===== src/rtl/sram_mbist_pkg.sv =====
// Shared types for the MBIST-equipped SRAM: engine states, March C- element
// descriptors and data-background helpers.
package sram_mbist_pkg;

    localparam int MAX_DATA_W = 256;

    typedef enum logic [3:0] {
        ST_IDLE  = 4'd0,
        ST_M0    = 4'd1,
        ST_M1    = 4'd2,
        ST_M2    = 4'd3,
        ST_M3    = 4'd4,
        ST_M4    = 4'd5,
        ST_M5    = 4'd6,
        ST_FLUSH = 4'd7,
        ST_DONE  = 4'd8
    } state_t;

    // One March element: sweep direction, which ops it performs, and the
    // background expected on its read and written by its write.
    typedef struct packed {
        logic down;
        logic do_read;
        logic do_write;
        logic rd_bg;
        logic wr_bg;
    } march_elem_t;

    function automatic logic [MAX_DATA_W-1:0] background_0();
        return {MAX_DATA_W{1'b0}};
    endfunction

    function automatic logic [MAX_DATA_W-1:0] background_1(input int unsigned width);
        return {MAX_DATA_W{1'b1}} >> (MAX_DATA_W - width);
    endfunction

    function automatic march_elem_t march_elem(input state_t st);
        march_elem_t e;
        case (st)
            ST_M0:   e = '{down: 1'b0, do_read: 1'b0, do_write: 1'b1, rd_bg: 1'b0, wr_bg: 1'b0};
            ST_M1:   e = '{down: 1'b0, do_read: 1'b1, do_write: 1'b1, rd_bg: 1'b0, wr_bg: 1'b1};
            ST_M2:   e = '{down: 1'b0, do_read: 1'b1, do_write: 1'b1, rd_bg: 1'b1, wr_bg: 1'b0};
            ST_M3:   e = '{down: 1'b1, do_read: 1'b1, do_write: 1'b1, rd_bg: 1'b0, wr_bg: 1'b1};
            ST_M4:   e = '{down: 1'b1, do_read: 1'b1, do_write: 1'b1, rd_bg: 1'b1, wr_bg: 1'b0};
            ST_M5:   e = '{down: 1'b0, do_read: 1'b1, do_write: 1'b0, rd_bg: 1'b0, wr_bg: 1'b0};
            default: e = '{down: 1'b0, do_read: 1'b0, do_write: 1'b0, rd_bg: 1'b0, wr_bg: 1'b0};
        endcase
        return e;
    endfunction

endpackage


===== src/rtl/sram_mbist_if.sv =====
// User-facing bundle of the SRAM: functional access port, BIST control and
// status, and the test-only fault injection controls.
interface sram_mbist_if #(
    parameter int DATA_W = 8,
    parameter int ADDR_W = 6,
    parameter int CNT_W  = 8
);
    localparam int BIT_W = (DATA_W > 1) ? $clog2(DATA_W) : 1;

    logic              en;
    logic              we;
    logic [ADDR_W-1:0] addr;
    logic [DATA_W-1:0] wdata;
    logic [DATA_W-1:0] rdata;
    logic              bist_start;
    logic              bist_busy;
    logic              bist_done;
    logic              bist_fail;
    logic [ADDR_W-1:0] fail_addr;
    logic [CNT_W-1:0]  fail_count;
    logic              inj_en;
    logic [ADDR_W-1:0] inj_addr;
    logic [BIT_W-1:0]  inj_bit;

    modport master (
        output en, we, addr, wdata, bist_start, inj_en, inj_addr, inj_bit,
        input  rdata, bist_busy, bist_done, bist_fail, fail_addr, fail_count
    );

    modport slave (
        input  en, we, addr, wdata, bist_start, inj_en, inj_addr, inj_bit,
        output rdata, bist_busy, bist_done, bist_fail, fail_addr, fail_count
    );
endinterface


===== src/rtl/sram_core.sv =====
// Single-port synchronous RAM with registered read, out-of-range guard and a
// stuck-at-1 read injection mux that leaves the stored word untouched.
module sram_core #(
    parameter int DATA_W = 8,
    parameter int ADDR_W = 6,
    parameter int DEPTH  = 32,
    parameter int BIT_W  = 3
) (
    input  logic              clk,
    input  logic              rst_n,
    input  logic              en,
    input  logic              we,
    input  logic [ADDR_W-1:0] addr,
    input  logic [DATA_W-1:0] wdata,
    input  logic              inj_en,
    input  logic [ADDR_W-1:0] inj_addr,
    input  logic [BIT_W-1:0]  inj_bit,
    output logic [DATA_W-1:0] rdata
);
    localparam int IDX_W = $clog2(DEPTH);

    logic [DATA_W-1:0] mem_r [DEPTH];
    logic [DATA_W-1:0] rdata_r;
    logic [IDX_W-1:0]  idx_s;
    logic              in_range_s;
    logic [DATA_W-1:0] inj_mask_s;
    logic [DATA_W-1:0] rd_word_s;

    // Address decode, injection mask and read word selection
    always_comb begin
        idx_s      = addr[IDX_W-1:0];
        in_range_s = (32'(addr) < 32'(DEPTH));
        if (inj_en && (inj_addr == addr)) begin
            inj_mask_s = DATA_W'(1'b1) << inj_bit;
        end else begin
            inj_mask_s = {DATA_W{1'b0}};
        end
        if (in_range_s) begin
            rd_word_s = mem_r[idx_s] | inj_mask_s;
        end else begin
            rd_word_s = {DATA_W{1'b0}};
        end
    end

    // Array write; the contents deliberately have no reset
    always_ff @(posedge clk) begin
        if (en && we && in_range_s) begin
            mem_r[idx_s] <= wdata;
        end
    end

    // Registered read port, holds when no read is issued
    always_ff @(posedge clk) begin
        if (!rst_n) begin
            rdata_r <= {DATA_W{1'b0}};
        end else if (en && !we) begin
            rdata_r <= rd_word_s;
        end
    end

    assign rdata = rdata_r;

endmodule


===== src/rtl/sram_mbist.sv =====
// SRAM with an in-line March C- self-test engine; the engine owns the array
// while busy and reports pass/fail, first failing address and failure count.
module sram_mbist
    import sram_mbist_pkg::*;
#(
    parameter int DATA_W = 8,
    parameter int ADDR_W = 6,
    parameter int DEPTH  = 32,
    parameter int CNT_W  = 8
) (
    input  logic        clk,
    input  logic        rst_n,
    sram_mbist_if.slave bus
);
    localparam int                BIT_W      = (DATA_W > 1) ? $clog2(DATA_W) : 1;
    localparam logic [ADDR_W-1:0] ADDR_FIRST = {ADDR_W{1'b0}};
    localparam logic [ADDR_W-1:0] ADDR_LAST  = ADDR_W'(DEPTH - 1);
    localparam logic [DATA_W-1:0] BG0        = DATA_W'(background_0());
    localparam logic [DATA_W-1:0] BG1        = DATA_W'(background_1(DATA_W));
    localparam logic [CNT_W-1:0]  CNT_MAX    = {CNT_W{1'b1}};

    state_t            state_r;
    state_t            state_next_s;
    march_elem_t       elem_s;
    march_elem_t       elem_next_s;
    logic [ADDR_W-1:0] addr_r;
    logic              phase_r;
    logic              is_march_s;
    logic              op_read_s;
    logic              op_write_s;
    logic              last_op_s;
    logic              at_term_s;
    logic              start_s;
    logic [DATA_W-1:0] op_wdata_s;
    logic [DATA_W-1:0] op_exp_s;

    logic              core_en_s;
    logic              core_we_s;
    logic [ADDR_W-1:0] core_addr_s;
    logic [DATA_W-1:0] core_wdata_s;
    logic [DATA_W-1:0] rdata_s;

    logic              cmp_pend_r;
    logic [DATA_W-1:0] cmp_exp_r;
    logic [ADDR_W-1:0] cmp_addr_r;
    logic              busy_r;
    logic              done_r;
    logic              fail_r;
    logic [ADDR_W-1:0] fail_addr_r;
    logic [CNT_W-1:0]  fail_count_r;

    // FSM state register
    always_ff @(posedge clk) begin
        if (!rst_n) begin
            state_r <= ST_IDLE;
        end else begin
            state_r <= state_next_s;
        end
    end

    // FSM next state: elements advance after their last op at the terminal address
    always_comb begin
        state_next_s = state_r;
        start_s      = 1'b0;
        case (state_r)
            ST_IDLE, ST_DONE: begin
                start_s = bus.bist_start;
                if (bus.bist_start) begin
                    state_next_s = ST_M0;
                end else begin
                    state_next_s = state_r;
                end
            end
            ST_M0, ST_M1, ST_M2, ST_M3, ST_M4, ST_M5: begin
                if (last_op_s && at_term_s) begin
                    state_next_s = state_t'(state_r + 4'd1);
                end else begin
                    state_next_s = state_r;
                end
            end
            ST_FLUSH: state_next_s = ST_DONE;
            default:  state_next_s = ST_IDLE;
        endcase
        elem_next_s = march_elem(state_next_s);
    end

    // FSM outputs: decode the op issued this cycle
    always_comb begin
        elem_s = march_elem(state_r);
        case (state_r)
            ST_M0, ST_M1, ST_M2, ST_M3, ST_M4, ST_M5: is_march_s = 1'b1;
            default:                                  is_march_s = 1'b0;
        endcase
        if (is_march_s) begin
            op_read_s  = elem_s.do_read && !phase_r;
            op_write_s = elem_s.do_write && !op_read_s;
        end else begin
            op_read_s  = 1'b0;
            op_write_s = 1'b0;
        end
        last_op_s  = !(elem_s.do_read && elem_s.do_write) || phase_r;
        at_term_s  = elem_s.down ? (addr_r == ADDR_FIRST) : (addr_r == ADDR_LAST);
        op_wdata_s = elem_s.wr_bg ? BG1 : BG0;
        op_exp_s   = elem_s.rd_bg ? BG1 : BG0;
    end

    // Address/phase counter; reloaded on element entry, never wraps
    always_ff @(posedge clk) begin
        if (!rst_n) begin
            addr_r  <= ADDR_FIRST;
            phase_r <= 1'b0;
        end else if ((state_next_s != state_r) && (state_next_s inside {ST_M0, ST_M1, ST_M2, ST_M3, ST_M4, ST_M5})) begin
            addr_r  <= elem_next_s.down ? ADDR_LAST : ADDR_FIRST;
            phase_r <= 1'b0;
        end else if (is_march_s) begin
            if (!last_op_s) begin
                phase_r <= 1'b1;
            end else if (!at_term_s) begin
                phase_r <= 1'b0;
                addr_r  <= elem_s.down ? (addr_r - ADDR_W'(1)) : (addr_r + ADDR_W'(1));
            end else begin
                phase_r <= 1'b0;
            end
        end
    end

    // Port mux: engine while marching, user port only when not busy
    always_comb begin
        if (is_march_s) begin
            core_en_s    = op_read_s || op_write_s;
            core_we_s    = op_write_s;
            core_addr_s  = addr_r;
            core_wdata_s = op_wdata_s;
        end else if (!busy_r) begin
            core_en_s    = bus.en;
            core_we_s    = bus.we;
            core_addr_s  = bus.addr;
            core_wdata_s = bus.wdata;
        end else begin
            core_en_s    = 1'b0;
            core_we_s    = 1'b0;
            core_addr_s  = ADDR_FIRST;
            core_wdata_s = BG0;
        end
    end

    sram_core #(
        .DATA_W (DATA_W),
        .ADDR_W (ADDR_W),
        .DEPTH  (DEPTH),
        .BIT_W  (BIT_W)
    ) u_core (
        .clk      (clk),
        .rst_n    (rst_n),
        .en       (core_en_s),
        .we       (core_we_s),
        .addr     (core_addr_s),
        .wdata    (core_wdata_s),
        .inj_en   (bus.inj_en),
        .inj_addr (bus.inj_addr),
        .inj_bit  (bus.inj_bit),
        .rdata    (rdata_s)
    );

    // Comparator: checks read data the cycle after issue, keeps first failing address
    always_ff @(posedge clk) begin
        if (!rst_n) begin
            cmp_pend_r   <= 1'b0;
            cmp_exp_r    <= BG0;
            cmp_addr_r   <= ADDR_FIRST;
            fail_r       <= 1'b0;
            fail_addr_r  <= ADDR_FIRST;
            fail_count_r <= {CNT_W{1'b0}};
        end else begin
            cmp_pend_r <= op_read_s;
            cmp_exp_r  <= op_exp_s;
            cmp_addr_r <= addr_r;
            if (start_s) begin
                fail_r       <= 1'b0;
                fail_addr_r  <= ADDR_FIRST;
                fail_count_r <= {CNT_W{1'b0}};
            end else if (cmp_pend_r && (rdata_s != cmp_exp_r)) begin
                if (fail_count_r != CNT_MAX) begin
                    fail_count_r <= fail_count_r + CNT_W'(1);
                end
                if (!fail_r) begin
                    fail_r      <= 1'b1;
                    fail_addr_r <= cmp_addr_r;
                end
            end
        end
    end

    // Status flags: busy spans start edge through the edge done rises
    always_ff @(posedge clk) begin
        if (!rst_n) begin
            busy_r <= 1'b0;
            done_r <= 1'b0;
        end else begin
            busy_r <= (state_next_s inside {ST_M0, ST_M1, ST_M2, ST_M3, ST_M4, ST_M5, ST_FLUSH})
                      || (state_r == ST_FLUSH);
            done_r <= (state_r == ST_DONE) && (state_next_s == ST_DONE);
        end
    end

    assign bus.rdata      = rdata_s;
    assign bus.bist_busy  = busy_r;
    assign bus.bist_done  = done_r;
    assign bus.bist_fail  = fail_r;
    assign bus.fail_addr  = fail_addr_r;
    assign bus.fail_count = fail_count_r;

endmodule

===== src/flat_wrapper.sv =====
// flat-port wrapper written by rule: the top's interface ports become plain ports
module sram_mbist_flat import sram_mbist_pkg::*;
#(
    parameter int DATA_W = 8,
    parameter int ADDR_W = 6,
    parameter int DEPTH  = 32,
    parameter int CNT_W  = 8
)
  (clk, rst_n, bus_en, bus_we, bus_addr, bus_wdata, bus_bist_start, bus_inj_en, bus_inj_addr, bus_inj_bit, bus_rdata, bus_bist_busy, bus_bist_done, bus_bist_fail, bus_fail_addr, bus_fail_count);
  sram_mbist_if #(.DATA_W(DATA_W), .ADDR_W(ADDR_W), .CNT_W(CNT_W)) bus_i ();
  input  logic clk;
  input  logic rst_n;
  input wire logic [$bits(bus_i.en)-1:0] bus_en;
  input wire logic [$bits(bus_i.we)-1:0] bus_we;
  input wire logic [$bits(bus_i.addr)-1:0] bus_addr;
  input wire logic [$bits(bus_i.wdata)-1:0] bus_wdata;
  input wire logic [$bits(bus_i.bist_start)-1:0] bus_bist_start;
  input wire logic [$bits(bus_i.inj_en)-1:0] bus_inj_en;
  input wire logic [$bits(bus_i.inj_addr)-1:0] bus_inj_addr;
  input wire logic [$bits(bus_i.inj_bit)-1:0] bus_inj_bit;
  output wire logic [$bits(bus_i.rdata)-1:0] bus_rdata;
  output wire logic [$bits(bus_i.bist_busy)-1:0] bus_bist_busy;
  output wire logic [$bits(bus_i.bist_done)-1:0] bus_bist_done;
  output wire logic [$bits(bus_i.bist_fail)-1:0] bus_bist_fail;
  output wire logic [$bits(bus_i.fail_addr)-1:0] bus_fail_addr;
  output wire logic [$bits(bus_i.fail_count)-1:0] bus_fail_count;
  assign bus_i.en = bus_en;
  assign bus_i.we = bus_we;
  assign bus_i.addr = bus_addr;
  assign bus_i.wdata = bus_wdata;
  assign bus_i.bist_start = bus_bist_start;
  assign bus_i.inj_en = bus_inj_en;
  assign bus_i.inj_addr = bus_inj_addr;
  assign bus_i.inj_bit = bus_inj_bit;
  assign bus_rdata = bus_i.rdata;
  assign bus_bist_busy = bus_i.bist_busy;
  assign bus_bist_done = bus_i.bist_done;
  assign bus_bist_fail = bus_i.bist_fail;
  assign bus_fail_addr = bus_i.fail_addr;
  assign bus_fail_count = bus_i.fail_count;
  sram_mbist #(.DATA_W(DATA_W), .ADDR_W(ADDR_W), .DEPTH(DEPTH), .CNT_W(CNT_W)) u_core (.clk(clk), .rst_n(rst_n), .bus(bus_i));
endmodule

===== config.mk =====
export PLATFORM = sky130hd
export DESIGN_NAME = sram_mbist_flat
export DESIGN_NICKNAME = d
export VERILOG_FILES = /design/src/rtl/sram_mbist_pkg.sv /design/src/rtl/sram_mbist_if.sv /design/src/rtl/sram_core.sv /design/src/rtl/sram_mbist.sv /design/src/flat_wrapper.sv
export SDC_FILE = /design/constraint.sdc
export NUM_CORES = 1
export LEC_CHECK = 0
export BUFFER_PORTS_ARGS = -buffer_cell sky130_fd_sc_hd__buf_2
export CELL_PAD_IN_SITES_DETAIL_PLACEMENT = 1
export CELL_PAD_IN_SITES_GLOBAL_PLACEMENT = 2
export CORE_ASPECT_RATIO = 1.2
export CORE_UTILIZATION = 45
export DETAILED_ROUTE_END_ITERATION = 10
export GPL_ROUTABILITY_DRIVEN = 0
export PLACE_DENSITY = 0.81
export RECOVER_POWER = 25
export SLEW_MARGIN = 20
export SYNTH_ARGS = -nofsm -noshare
export SYNTH_HDL_FRONTEND = slang
export SYNTH_HIERARCHICAL = 1
export SYNTH_SLANG_ARGS = --single-unit

===== constraint.sdc =====
create_clock -name clk -period 3.9 [get_ports clk]
set_input_delay 0.585 -clock clk [delete_from_list [all_inputs] [get_ports clk]]
set_output_delay 0.585 -clock clk [all_outputs]
set_load 0.01 [all_outputs]

* Yosys cells after proc, flatten, opt, wreduce, memory -nomap -nowiden *
Memory sizes are Yosys's and may differ from the RTL's.
Cells that the tools add are included.

cells by class
  $add $sub $neg = 4
  $lt $le $gt $ge = 1
  equality and inequality tests = 22
  shift-type cells = 1
  multiplexer cells = 31
  bitwise gates (word level) = 3
  reductions and logical operators = 31

operator list
  cell                   number
  $pmux W5 S6            2
  $mux W8                6
  $mux W6                7
  $eq A4 B3 Y1 const B   8
  $eq A4 B2 Y1 const B   4
  $mux W1                12
  $pmux W4 S3            1
  $logic_and A1 B1 Y1    11
  $add A8 B1 Y8 const B  1
  $eq A4 B1 Y1 const B   2
  $eq A4 B4 Y1 const B   2
  $mux W4                2
  $ne A8 B8 Y1           1
  $ne A8 B8 Y1 const B   1
  $or A8 B8 Y8           1
  $shl A1 B3 Y8 const A  1
  $reduce_bool A7 Y1     1
  $add A6 B1 Y6 const B  1
  $eq A6 B5 Y1 const B   1
  $eq A6 B6 Y1           1
  $logic_not A6 Y1       1
  $lt A6 B6 Y1 const B   1
  $reduce_bool A6 Y1     1
  $reduce_or A2 Y1       3
  13 further kinds       21

storage, ports and cells
  register bits after elaboration = 51
  bits in writable memories = 256
  output and inout port bits = 25
  logic and storage cells = 106
  memories kept = 1

memories
  memory               words  width  rd ports  clocked after Yosys merged registers in  write ports  line             source
  u_core.u_core.mem_r  32     8      1         0                                        1            sram_core.sv:22  logic [DATA_W-1:0] mem_r [DEPTH];

* Logic depth before layout (Yosys ltp) *
  depth after elaboration = 13
  depth in mapped cells = 16

* By module *
The synthesis kept the hierarchy.

by module, submodules not included
  module      instances  cells an instance  area each (µm²)  sequential area each (µm²)
  sram_core   1          612                10727.8          7847.5
  sram_mbist  1          266                2212.1           720.7

* Worst setup path after synthesis *
OpenSTA, ideal clock, no wires.

  kind = flip-flop to flip-flop
  start = register u_core.state_r[0]
  end = memory u_core.u_core.mem_r[21][0] (enable)
  library setup time = 0.370 ns
  data arrival time = 3.062 ns
  slack = 0.468 ns
  stages on the path, launching flop included = 14
  period minus slack after synthesis = 3.432 ns
  cells stage by stage = dfxtp_1 -> inv_1 -> ha_1 -> nand2_1 -> a31oi_2 -> clkbuf_1 -> nand2_1 -> o21ai_0 -> buf_4 -> buf_2 -> inv_1 -> or3_1 -> clkbuf_1 -> nor2_1

on the way
  elaborated cells on any way between the ends = 23
  classes of those cells = order compare: 1; eq/ne: 6; mux: 9; reduce/logical: 7

RTL lines
  what                                  line               source
  start, declared                       sram_mbist.sv:22   state_t state_r;
  start signal, assigned                sram_mbist.sv:57   state_r <= state_next_s;
  $eq A4 B1 Y1 (tied with other cells)  sram_mbist.sv:90   case (state_r)
  $reduce_or A6 Y1 (*)                  sram_mbist.sv:90
  $mux W1 (*)                           sram_mbist.sv:90
  $mux W6 (*)                           sram_mbist.sv:129  if (is_march_s) begin
  named net u_core.core_addr_s[0]       sram_mbist.sv:39   logic [ADDR_W-1:0] core_addr_s;
  $lt A6 B6 Y1                          sram_core.sv:32    in_range_s = (32'(addr) < 32'(DEPTH));
  $logic_and A1 B1 Y1                   sram_core.sv:47    if (en && we && in_range_s) begin
  $mux W1                               sram_core.sv:47
  $mux W1 (not written as such)         sram_core.sv:48    mem_r[idx_s] <= wdata;
  end, declared                         sram_core.sv:22

Mark *: on every way through the listed nets, which the timed path passes. The rest lies on a longest branch.

* Worst setup path in the final report *
  start = register u_core.state_r[0]
  end = register u_core.u_core.rdata_r[3] (netlist: u_core/u_core/rdata[3])

on the way
  word-level cells in the longest chain between the ends = 9
  elaborated cells on any way between the ends = 27
  classes of those cells = order compare: 1; eq/ne: 7; mux: 9; bitwise: 1; reduce/logical: 8; memory: 1

ends and longest elaborated chain
  what                                                    line               source
  $eq A4 B1 Y1 (tied with other cells)                    sram_mbist.sv:90
  $reduce_or A6 Y1 (*)                                    sram_mbist.sv:90
  $mux W1 (*)                                             sram_mbist.sv:90
  $mux W6 (*)                                             sram_mbist.sv:129
  named net u_core.core_addr_s[0]                         sram_mbist.sv:39
  branches (longest 4 deep; another with $mem_v2 Z32 W8)  n/a
  $mux W8 (*)                                             sram_core.sv:38    if (in_range_s) begin
  end signal, assigned                                    sram_core.sv:55    rdata_r <= {DATA_W{1'b0}};
  end signal, assigned                                    sram_core.sv:57    rdata_r <= rd_word_s;
  end, declared                                           sram_core.sv:23    logic [DATA_W-1:0] rdata_r;

Mark *: on every way through the listed nets, which the timed path passes.
A chain may end at the register's enable or synchronous reset.

==> qor.yml <==
status: "finished clean"
cts_buffers: 31
path_cells: "inv_1 -> ha_1 -> nor2_1 -> a31oi_1 -> buf_12 -> o21ai_4 -> buf_12 -> mux4_2 -> nor2b_1 -> a211oi_1 -> nor4_1 -> a221o_1"
synth_compound_area_frac: 0.0775
synth_edf_count: 256
path_class: "register to register"
final_core_util: 0.541
cts_buffer_depth: 3
holdBufCountCts: 0
track_usage: 0.254
synth_nets: 917
core-area_sq_um: 28100
start_util: 0.461
synthTopCellsByCount: "edfxtp_1, mux2i_1, nor2_1"
rrSetupSlack_ns: 0.13
yosysUniqueCellTypes: 83
worstMarginPinSlew_ns: 1.01
dp_hpwl_mm: 24.9
synthCells: 878
synth-xor-area-share: 0.0122
die_x_um: 157
endpoint: "u_core/u_core/rdata[3]"
cts_num_sinks: 300
clk_pin_slew_ns: 0.07
synthTopCellsByArea: "edfxtp_1, dfxtp_1, mux2i_1"
avgSynthCellArea_sq_um: 14.7
fill_cells: 2768
vias: 8234
crit_path_top_delay_cell: "mux4_2"
n_antenna_cell: 0
synth-seq-area-share: 0.662
pre_cts_ws_ns: 0.0432
viasPerCell: 5.87
drc: 0
period_needed_ns: 3.77
drt_wl_total_mm: 37.2
antenna_found_initial: 0
die_area_sq_um: 29400
synthFlopType: "edfxtp_1"
netlist.area_leader.share: 0.594
skew_ns: 0.0194
grt_max_degree: 36
fin_crit_sh: 0.966
die_h_um: 188
ant_nets: 0
ir_worst_vdd_mv: 0.387
clk_latency_ns: 0.58
hold_viol: 0
setup_ws_ns: 0.131
critPathMostFrequentCell: "buf_12"
syn_to_final_growth_pct: 17.4
firstDrtPassIters: 5
root_buffer: "clkbuf_16"
syn_area_sq_um: 12900
cp-startpoint: "u_core/state_r[0]"
yosysTopAreaCell: "edfxtp_1"
rsz0062_at_grt: "no"
fmax_mhz: 265
cp_max_fo: 18
hold-worst-slack_ns: 0.387
setup-violations-final: 0
nets: 1039
fin_tns_setup_ns: 0
async_flop_share: 0
cts_tree: "yes"
dr.first_iter.drc_count: 726
cp_data_required_time_ns: 4.36
ys_warn_count: 6
synth_most_common_cell: "edfxtp_1"
drive_gt1_frac: 0.210
maxCapViolCount: 0
cp-start-kind: "register"
ff2ff_path_depth: 12
portBuffers: 53
timing.rr.end: "u_core/u_core/rdata[3]"
synthMuxAreaShare: 0.111
cp.arrival_ns: 4.23
p_per_area_nw_per_um2: 496
cp_slowest_stage_delay_ns: 0.52
p_leak_nw: 5.15
avgRoutedWirePerCell_um: 26.5
synth_top_family_by_area: "multiplexers"
grt_pass1_wl_mm: 54.5
grt_pass1_vias: 8475
synth.ff_latch_count: 300
reg2reg_from: "u_core/state_r[0]"
cts_max_level: 1
hold_path.class: "input port to register"
num_io_pins: 54
slew_violations: 0
rows: 67
cp-end-kind: "register"
synthSimpleGateAreaFrac: 0.105
relSlewSlack: 0.327
synth_fa_ha_area_frac: 0.0102
grt-ovfl-total: 0
-- where the power goes --
| group | internal, mW | leakage (nW) | switching [mW] |
|---|---|---|---|
| registers | 3.55 | 2.69 | 0.0296 |
| logic | 0.306 | 1.95 | 0.536 |
| clock network | 1.86 | 0.513 | 1.26 |
-- metrics by stage --
step	power [mW]	area, sq um	cells
2_1_floorplan	4.14	12900	878
3_3_place_gp	4.46	14100	1341
3_5_place_dp	4.47	14100	1341
4_1_cts	7.57	15200	1397
5_1_grt	7.73	15200	1402
6_report	7.54	15200	1402
-- critical path: cells and delay by family, from the launching register on --
| kind | cells | cell delay [ns] |
|---|---|---|
| DFF | 1 | 0.48 |
| AOI/OAI and AO/OA | 4 | 1.27 |
| buffers and inverters | 3 | 0.59 |
| muxes | 1 | 0.52 |
| adders and majority gates | 1 | 0.27 |
| and+or+nand+nor | 3 | 0.51 |
-- flip-flops by register name, summed over array words and instances, names as in the netlist, 4 cells and up --
| name | flops |
|---|---|
| u_core/u_core/mem_r | 256 |
| u_core/u_core/rdata | 8 |
| u_core/cmp_addr_r | 6 |
| u_core/bus.fail_count | 8 |
| u_core/addr_r | 6 |
| u_core/bus.fail_addr | 6 |
| u_core/state_r | 4 |
-- final cells by class --
| class | count | area (sq um) | area share |
|---|---|---|---|
| multi-input combinational | 528 | 4180 | 0.275 |
| inverter | 11 | 41.3 | 0.00272 |
| timing repair buffer | 128 | 856 | 0.0564 |
| tap | 379 | 474 | 0.0312 |
| clock inverter | 20 | 275 | 0.0181 |
| clock buffer | 36 | 795 | 0.0523 |
| sequential | 300 | 8570 | 0.564 |
-- cell usage in the layout, fill, tap and decap left out, types with 26 or more instances in the layout --
| cell | count |
|---|---|
| edfxtp_1 | 256 |
| mux2i_1 | 79 |
| nor2_1 | 65 |
| buf_4 | 64 |
| nand2_1 | 44 |
| dfxtp_1 | 44 |
| clkbuf_1 | 33 |
| clkbuf_16 | 31 |
| buf_2 | 28 |
| a22oi_1 | 26 |
-- routing by layer --
layer / wire (um) / track usage
met2: 18900 / 0.438
met3: 2190 / 0.0354
met1: 14900 / 0.329
met5: 0 / 0
met4: 1110 / 0.0848
-- logic make-up after synthesis --
| kind of cell | Yosys count |
|---|---|
| AO/OA/AOI/OAI | 135 |
| adder cells (fa/ha/maj) | 10 |
| AND/OR/NAND/NOR | 248 |
| buffers and inverters | 52 |
| XOR/XNOR | 18 |
| flip-flops | 300 |
| multiplexers | 115 |
-- worst min path at each step --
stage,depth (start not counted),to,slack [ns],from
after floorplan,2,u_core/bus.fail_addr[0],0.44,u_core/cmp_addr_r[0]
after global placement,2,u_core/bus.fail_addr[1],0.45,u_core/cmp_addr_r[1]
after detailed placement,2,u_core/bus.bist_fail,0.45,u_core/bus.bist_fail
after CTS,2,u_core/addr_r[4],0.37,rst_n
after global routing,2,u_core/addr_r[4],0.38,rst_n
final,2,u_core/addr_r[1],0.39,rst_n
-- timing repair --
action	CTS	global route
gates resized for setup	1	8
pin swaps	0	4
buffers inserted	0	3
setup endpoints to repair	1	165
cloned	0	2
(Power assumes the default switching activity.)
